--- src/rtl/cap_axi_burst_writer.sv ---
// AXI4 write-burst engine: drains an FWFT pixel FIFO into a ring of NUM_BUF frame buffers, one burst in flight.
// Optional BRESP error counter enabled by defining CAPW_BRESP_ERR_EN.
// Valid/ready: a transfer happens on a rising ACLK edge where both valid and ready are high; once raised, valid and its payload hold until that edge.
module cap_axi_burst_writer #(
  parameter int DATA_W     = 64,
  parameter int ADDR_W     = 32,
  parameter int BURST_LEN  = 16,
  parameter int NUM_BUF    = 2,
  parameter int FIFO_CNT_W = 11,
  parameter int FRAME_W    = 20
) (
  input  logic                  ACLK,
  input  logic                  ARESETN,
  input  logic                  ENABLE,
  input  logic                  START,
  input  logic [ADDR_W-1:0]     BASE_ADDR,
  input  logic [ADDR_W-1:0]     BUF_SIZE,
  input  logic [FRAME_W-1:0]    FRAME_BEATS,
  input  logic [DATA_W-1:0]     FIFO_DOUT,
  input  logic [FIFO_CNT_W-1:0] FIFO_CNT,
  output logic                  FIFO_RD,
  output logic [ADDR_W-1:0]     AWADDR,
  output logic [7:0]            AWLEN,
  output logic                  AWVALID,
  input  logic                  AWREADY,
  output logic [DATA_W-1:0]     WDATA,
  output logic                  WVALID,
  input  logic                  WREADY,
  output logic                  WLAST,
  input  logic [1:0]            BRESP,
  input  logic                  BVALID,
  output logic                  BREADY,
  output logic                  BUSY,
  output logic                  FRAME_DONE,
  output logic [2:0]            CUR_BUF,
  output logic [7:0]            ERR_CNT
);

  localparam int BEAT_W = $clog2(BURST_LEN);
  localparam logic [ADDR_W-1:0]     BURST_BYTES = ADDR_W'(BURST_LEN * DATA_W / 8);
  localparam logic [FIFO_CNT_W-1:0] BL_CNT      = FIFO_CNT_W'(BURST_LEN);
  localparam logic [BEAT_W-1:0]     LAST_BEAT   = BEAT_W'(BURST_LEN - 1);
  localparam logic [2:0]            LAST_BUF    = 3'(NUM_BUF - 1);

  typedef enum logic [1:0] {S_IDLE, S_ADDR, S_DATA, S_RESP} state_e;

  state_e               state_q, state_d;
  logic [FRAME_W-1:0]   bursts_q, bursts_d;
  logic [ADDR_W-1:0]    addr_q, addr_d;
  logic [BEAT_W-1:0]    beat_q, beat_d;
  logic [2:0]           buf_q, buf_d;
  logic                 cnt_ok_q, cnt_ok_d;

  logic [FRAME_W-1:0]   frame_bursts;
  logic                 accept_start;
  logic                 aw_hs, w_hs, b_hs, last_burst;

  assign frame_bursts = FRAME_BEATS >> BEAT_W;
  assign accept_start = (state_q == S_IDLE) && START && ENABLE && (frame_bursts != '0);
  assign aw_hs        = AWVALID && AWREADY;
  assign w_hs         = WVALID && WREADY;
  assign b_hs         = BREADY && BVALID;
  assign last_burst   = (bursts_q == FRAME_W'(1));

  always_ff @(posedge ACLK or negedge ARESETN) begin
    if (!ARESETN) begin
      state_q  <= S_IDLE;
      bursts_q <= '0;
      addr_q   <= '0;
      beat_q   <= '0;
      buf_q    <= '0;
      cnt_ok_q <= 1'b0;
    end else begin
      state_q  <= state_d;
      bursts_q <= bursts_d;
      addr_q   <= addr_d;
      beat_q   <= beat_d;
      buf_q    <= buf_d;
      cnt_ok_q <= cnt_ok_d;
    end
  end

  always_comb begin
    state_d = state_q;
    case (state_q)
      S_IDLE: if (accept_start) state_d = S_ADDR;
      S_ADDR: if (aw_hs) state_d = S_DATA;
      S_DATA: if (w_hs && WLAST) state_d = S_RESP;
      S_RESP: begin
        if (b_hs) begin
          if (last_burst || !ENABLE) state_d = S_IDLE;
          else                       state_d = S_ADDR;
        end
      end
      default: state_d = S_IDLE;
    endcase
  end

  always_comb begin
    AWVALID    = 1'b0;
    WVALID     = 1'b0;
    WLAST      = 1'b0;
    BREADY     = 1'b0;
    FRAME_DONE = 1'b0;
    BUSY       = (state_q != S_IDLE);
    case (state_q)
      S_ADDR: AWVALID = cnt_ok_q;
      S_DATA: begin
        WVALID = 1'b1;
        WLAST  = (beat_q == LAST_BEAT);
      end
      S_RESP: begin
        BREADY     = 1'b1;
        FRAME_DONE = BVALID && last_burst;
      end
      default: ;
    endcase
  end

  // Once AWVALID is up it must not drop before AWREADY, so the FIFO-level check is held while waiting.
  always_comb begin
    bursts_d = bursts_q;
    addr_d   = addr_q;
    beat_d   = beat_q;
    buf_d    = buf_q;
    cnt_ok_d = (FIFO_CNT >= BL_CNT) || (AWVALID && !AWREADY);
    if (accept_start) begin
      bursts_d = frame_bursts;
      addr_d   = BASE_ADDR + ADDR_W'(buf_q) * BUF_SIZE;
    end
    if (aw_hs) beat_d = '0;
    if (w_hs)  beat_d = beat_q + BEAT_W'(1);
    if (b_hs) begin
      bursts_d = bursts_q - FRAME_W'(1);
      addr_d   = addr_q + BURST_BYTES;
      if (last_burst) buf_d = (buf_q == LAST_BUF) ? 3'd0 : buf_q + 3'd1;
    end
  end

`ifdef CAPW_BRESP_ERR_EN
  logic [7:0] err_q, err_d;

  always_comb begin
    err_d = err_q;
    if (accept_start)
      err_d = '0;
    else if (b_hs && (BRESP != 2'b00) && (err_q != 8'hFF))
      err_d = err_q + 8'd1;
  end

  always_ff @(posedge ACLK or negedge ARESETN) begin
    if (!ARESETN) err_q <= '0;
    else          err_q <= err_d;
  end

  assign ERR_CNT = err_q;
`else
  logic unused_bresp;
  assign unused_bresp = ^BRESP;
  assign ERR_CNT      = '0;
`endif

  assign FIFO_RD = w_hs;
  assign WDATA   = FIFO_DOUT;
  assign AWADDR  = addr_q;
  assign AWLEN   = 8'(BURST_LEN - 1);
  assign CUR_BUF = buf_q;

endmodule

--- config.mk ---
export PLATFORM = sky130hd
export DESIGN_NAME = cap_axi_burst_writer
export DESIGN_NICKNAME = d
export VERILOG_FILES = /design/src/rtl/cap_axi_burst_writer.sv
export SDC_FILE = /design/constraint.sdc
export NUM_CORES = 1
export LEC_CHECK = 0
export BUFFER_PORTS_ARGS = -buffer_cell sky130_fd_sc_hd__buf_2
export CORE_AREA = 2 2 183 185
export DETAILED_ROUTE_END_ITERATION = 10
export DIE_AREA = 0 0 185 187
export PLACE_DENSITY = 0.46
export SYNTH_ARGS = -nofsm -noshare
export SYNTH_HDL_FRONTEND = slang
export SYNTH_SLANG_ARGS = --single-unit
export TNS_END_PERCENT = 10
--- constraint.sdc ---
create_clock -name ACLK -period 4.6 [get_ports ACLK]
set_input_delay 1.15 -clock ACLK [delete_from_list [all_inputs] [get_ports ACLK]]
set_output_delay 1.15 -clock ACLK [all_outputs]
set_load 0.05 [all_outputs]
==> impl_metrics.json <==
{
  "status": "finished clean",
  "report.final.slew_viol_count": 0,
  "async_flop_share_pct": 100,
  "placed_area_mm2": 0.00914,
  "worstSetupPathType": "in -> reg",
  "cp.required_ps": 4860,
  "grt_max_degree": 33,
  "antenna_cells": 0,
  "grt_pass1_wl_um": 34800,
  "vdd_drop_max_uv": 181,
  "yosysTopAreaCellShare_pct": 19.3,
  "end_kind": "flip-flop",
  "ys_warn_count": 0,
  "pwr-share-comb_pct": 49.8,
  "worst_setup_path_start_kind": "input port",
  "syn_area_mm2": 0.00803,
  "synth-edff-count": 0,
  "place_congestion": 0.789,
  "fin_setup_tns_ps": 0,
  "drive_gt1_share_pct": 22.5,
  "port_buffers": 135,
  "power.density_mw_per_mm2": 352,
  "syn-instance-count": 1026,
  "cts.clk_slew.worst_paths_ps": 50,
  "core_region_area_mm2": 0.0329,
  "final_common_cell": "inv_1",
  "reg2reg_to": "AWADDR[30]",
  "first_iter_violations": 320,
  "wirelength_um": 21100,
  "grt_usage_pct": 12.4,
  "wl_per_cell_um": 13.2,
  "ys_ff_latch": 62,
  "num_rows": 67,
  "postSynthAreaPerCell_um2": 7.82,
  "place_hpwl_um": 17500,
  "routed-via-count": 6952,
  "fin_nets": 1413,
  "clk_path_buf_depth": 2,
  "synth_ff_type": "dfrtp_1",
  "reg2reg_depth": 13,
  "holdBufCountCts": 0,
  "p_int_mw": 1.67,
  "holdCritStartpoint": "bursts_q[19]",
  "hp-class": "reg -> reg",
  "r2r-start": "CUR_BUF[2]",
  "clkPwrFrac_pct": 20.2,
  "fp.dieH_um": 187,
  "first_pass_iters": 5,
  "crit_fanout": 3,
  "design.portCount": 290,
  "syn_to_final_growth_pct": 18.8,
  "synth.distinct_cells": 68,
  "grt_pass1_vias": 6834,
  "rrSetupSlack_ps": 460,
  "final_area_mm2": 0.00953,
  "timing.final.hold_violations": 0,
  "die_area_mm2": 0.0346,
  "hold_end": "bursts_q[19]",
  "final-setup-viol-count": 0,
  "relSlewSlack_pct": 47.2,
  "leakage_nw": 4.65,
  "tritoncts": "done",
  "h-tree-depth": 3,
  "fin_crit_ps": 4400,
  "cts_buffers": 9,
  "cts_root_buffer": "clkbuf_16",
  "clock_skew_ps": 7.30,
  "power_switching_mw": 1.68,
  "overflow": 0,
  "synth_top_area_cell": "dfrtp_1",
  "seqCellArea_mm2": 0.00155,
  "die_width_um": 185,
  "switching_share_pct": 50.2,
  "tightest_slew_ps": 792,
  "cp.arrival_ps": 4660,
  "clk-insertion-delay-late_ps": 340,
  "antenna_found_initial": 1,
  "fin_util_pct": 29.0,
  "vias_per_cell": 4.36,
  "worstHoldPathCells": 1,
  "p_total_mw": 3.35,
  "ys_seq_area_share_pct": 19.3,
  "ant_nets": 0,
  "max_freq_mhz": 227,
  "netlist_top_cells_area": "dfrtp_1, fa_1, inv_1, buf_4, and2_1",
  "multi_input_area_mm2": 0.00527,
  "mostFrequentLayoutCells": "inv_1, buf_2, and2_1",
  "p_seq_share_pct": 30.0,
  "cts_sinks": 62,
  "remaining_drc_errors": 0,
  "finalCritPeriodShare_pct": 95.6,
  "start_util_pct": 24.4,
  "nFillCells": 3642,
  "max_cap_viol_count": 0
}
[layout make-up]
type	instances	area share, %
flip-flops and latches	62	16.3
repair buffers	209	13.0
clock buffers	11	2.55
clock inverters	4	0.499
multi-input cells	698	55.3
well taps	448	5.88
inverters	164	6.46
[power by group through the flow]
stage	combinational, mW	sequential, mW	clock [mW]
4_1_cts	1.68	1.00	0.699
5_1_grt	1.81	1.05	0.725
2_1_floorplan	0.903	1.43	0
3_5_place_dp	1.67	1.01	0
3_3_place_gp	1.66	1.01	0
6_report	1.67	1.01	0.678
[cell usage after synthesis (18+ instances only)]
| master | count |
|---|---|
| nor3_1 | 19 |
| nand2_1 | 86 |
| ha_1 | 42 |
| nor2_1 | 43 |
| nand3_1 | 37 |
| clkbuf_1 | 32 |
| a21oi_1 | 67 |
| o21ai_0 | 48 |
| inv_1 | 164 |
| buf_4 | 81 |
| and2_1 | 91 |
| xnor2_1 | 18 |
| dfrtp_1 | 62 |
| fa_1 | 59 |
[through the flow]
stage | hold slack [ps] | setup slack (ps) | cells
after global placement | 454 | -346 | 1580
after global routing | 510 | -5.65 | 1596
after floorplan | 436 | 22.8 | 1040
after CTS | 474 | 6.49 | 1595
final | 467 | 202 | 1596
after detailed placement | 462 | -352 | 1580
[worst max-delay path, stage by stage]
cell and delay (ps):
buf_2 110, and2_1 170, fa_1 530, inv_1 50
fa_1 490, inv_1 40, ha_1 310, nor2b_1 150
o31a_1 260, o31ai_1 200, buf_4 170, nand4b_1 110
a21oi_1 260, o41ai_2 100, buf_4 140, mux2_2 260
a21oi_1 140
[worst max-delay path by stage]
stage	start	endpoint	slack, ps	cells after the start
after floorplan	BUF_SIZE[6]	AWADDR[25]	20	14
after global placement	BUF_SIZE[6]	AWADDR[25]	-350	15
after detailed placement	BUF_SIZE[1]	AWADDR[30]	-350	16
after CTS	BUF_SIZE[1]	AWADDR[30]	6	16
after global routing	BUF_SIZE[6]	AWADDR[30]	-6	16
final	BUF_SIZE[1]	AWADDR[31]	200	17
[flip-flops by register name, summed over array words and instances (netlist names)]
signal    flops
bursts_q     20
CUR_BUF       3
state_q       2
beat_q        4
cnt_ok_q      1
AWADDR       32
[logic make-up after synthesis]
family / count (synthesis) / share of synthesized area, %
muxes: 7 / 0.998
DFF: 62 / 19.3
other: 2 / 0.0936
buffers and inverters: 280 / 16.9
and+or+nand+nor: 334 / 21.7
AOI/OAI and AO/OA: 212 / 16.6
xor gates and xnor gates: 28 / 3.06
adders and majority gates: 101 / 21.3
[metal layers]
layer	vias to the layer above	part of all wire (%)	GRT usage [%]
met5	-	0	0
met4	0	1.3	2.96
met3	19	4.2	2.22
met2	144	45	19.7
met1	3252	50	17.5
li1	3537	-	-
[what timing repair did]
item	in CTS	in global routing
endpoints found under the setup margin	1	8
buffers inserted	0	2
gates resized for setup	0	19
endpoints found under the hold margin	0	0
pin swaps	1	7
Note: power is estimated with default switching activity, not from simulation.
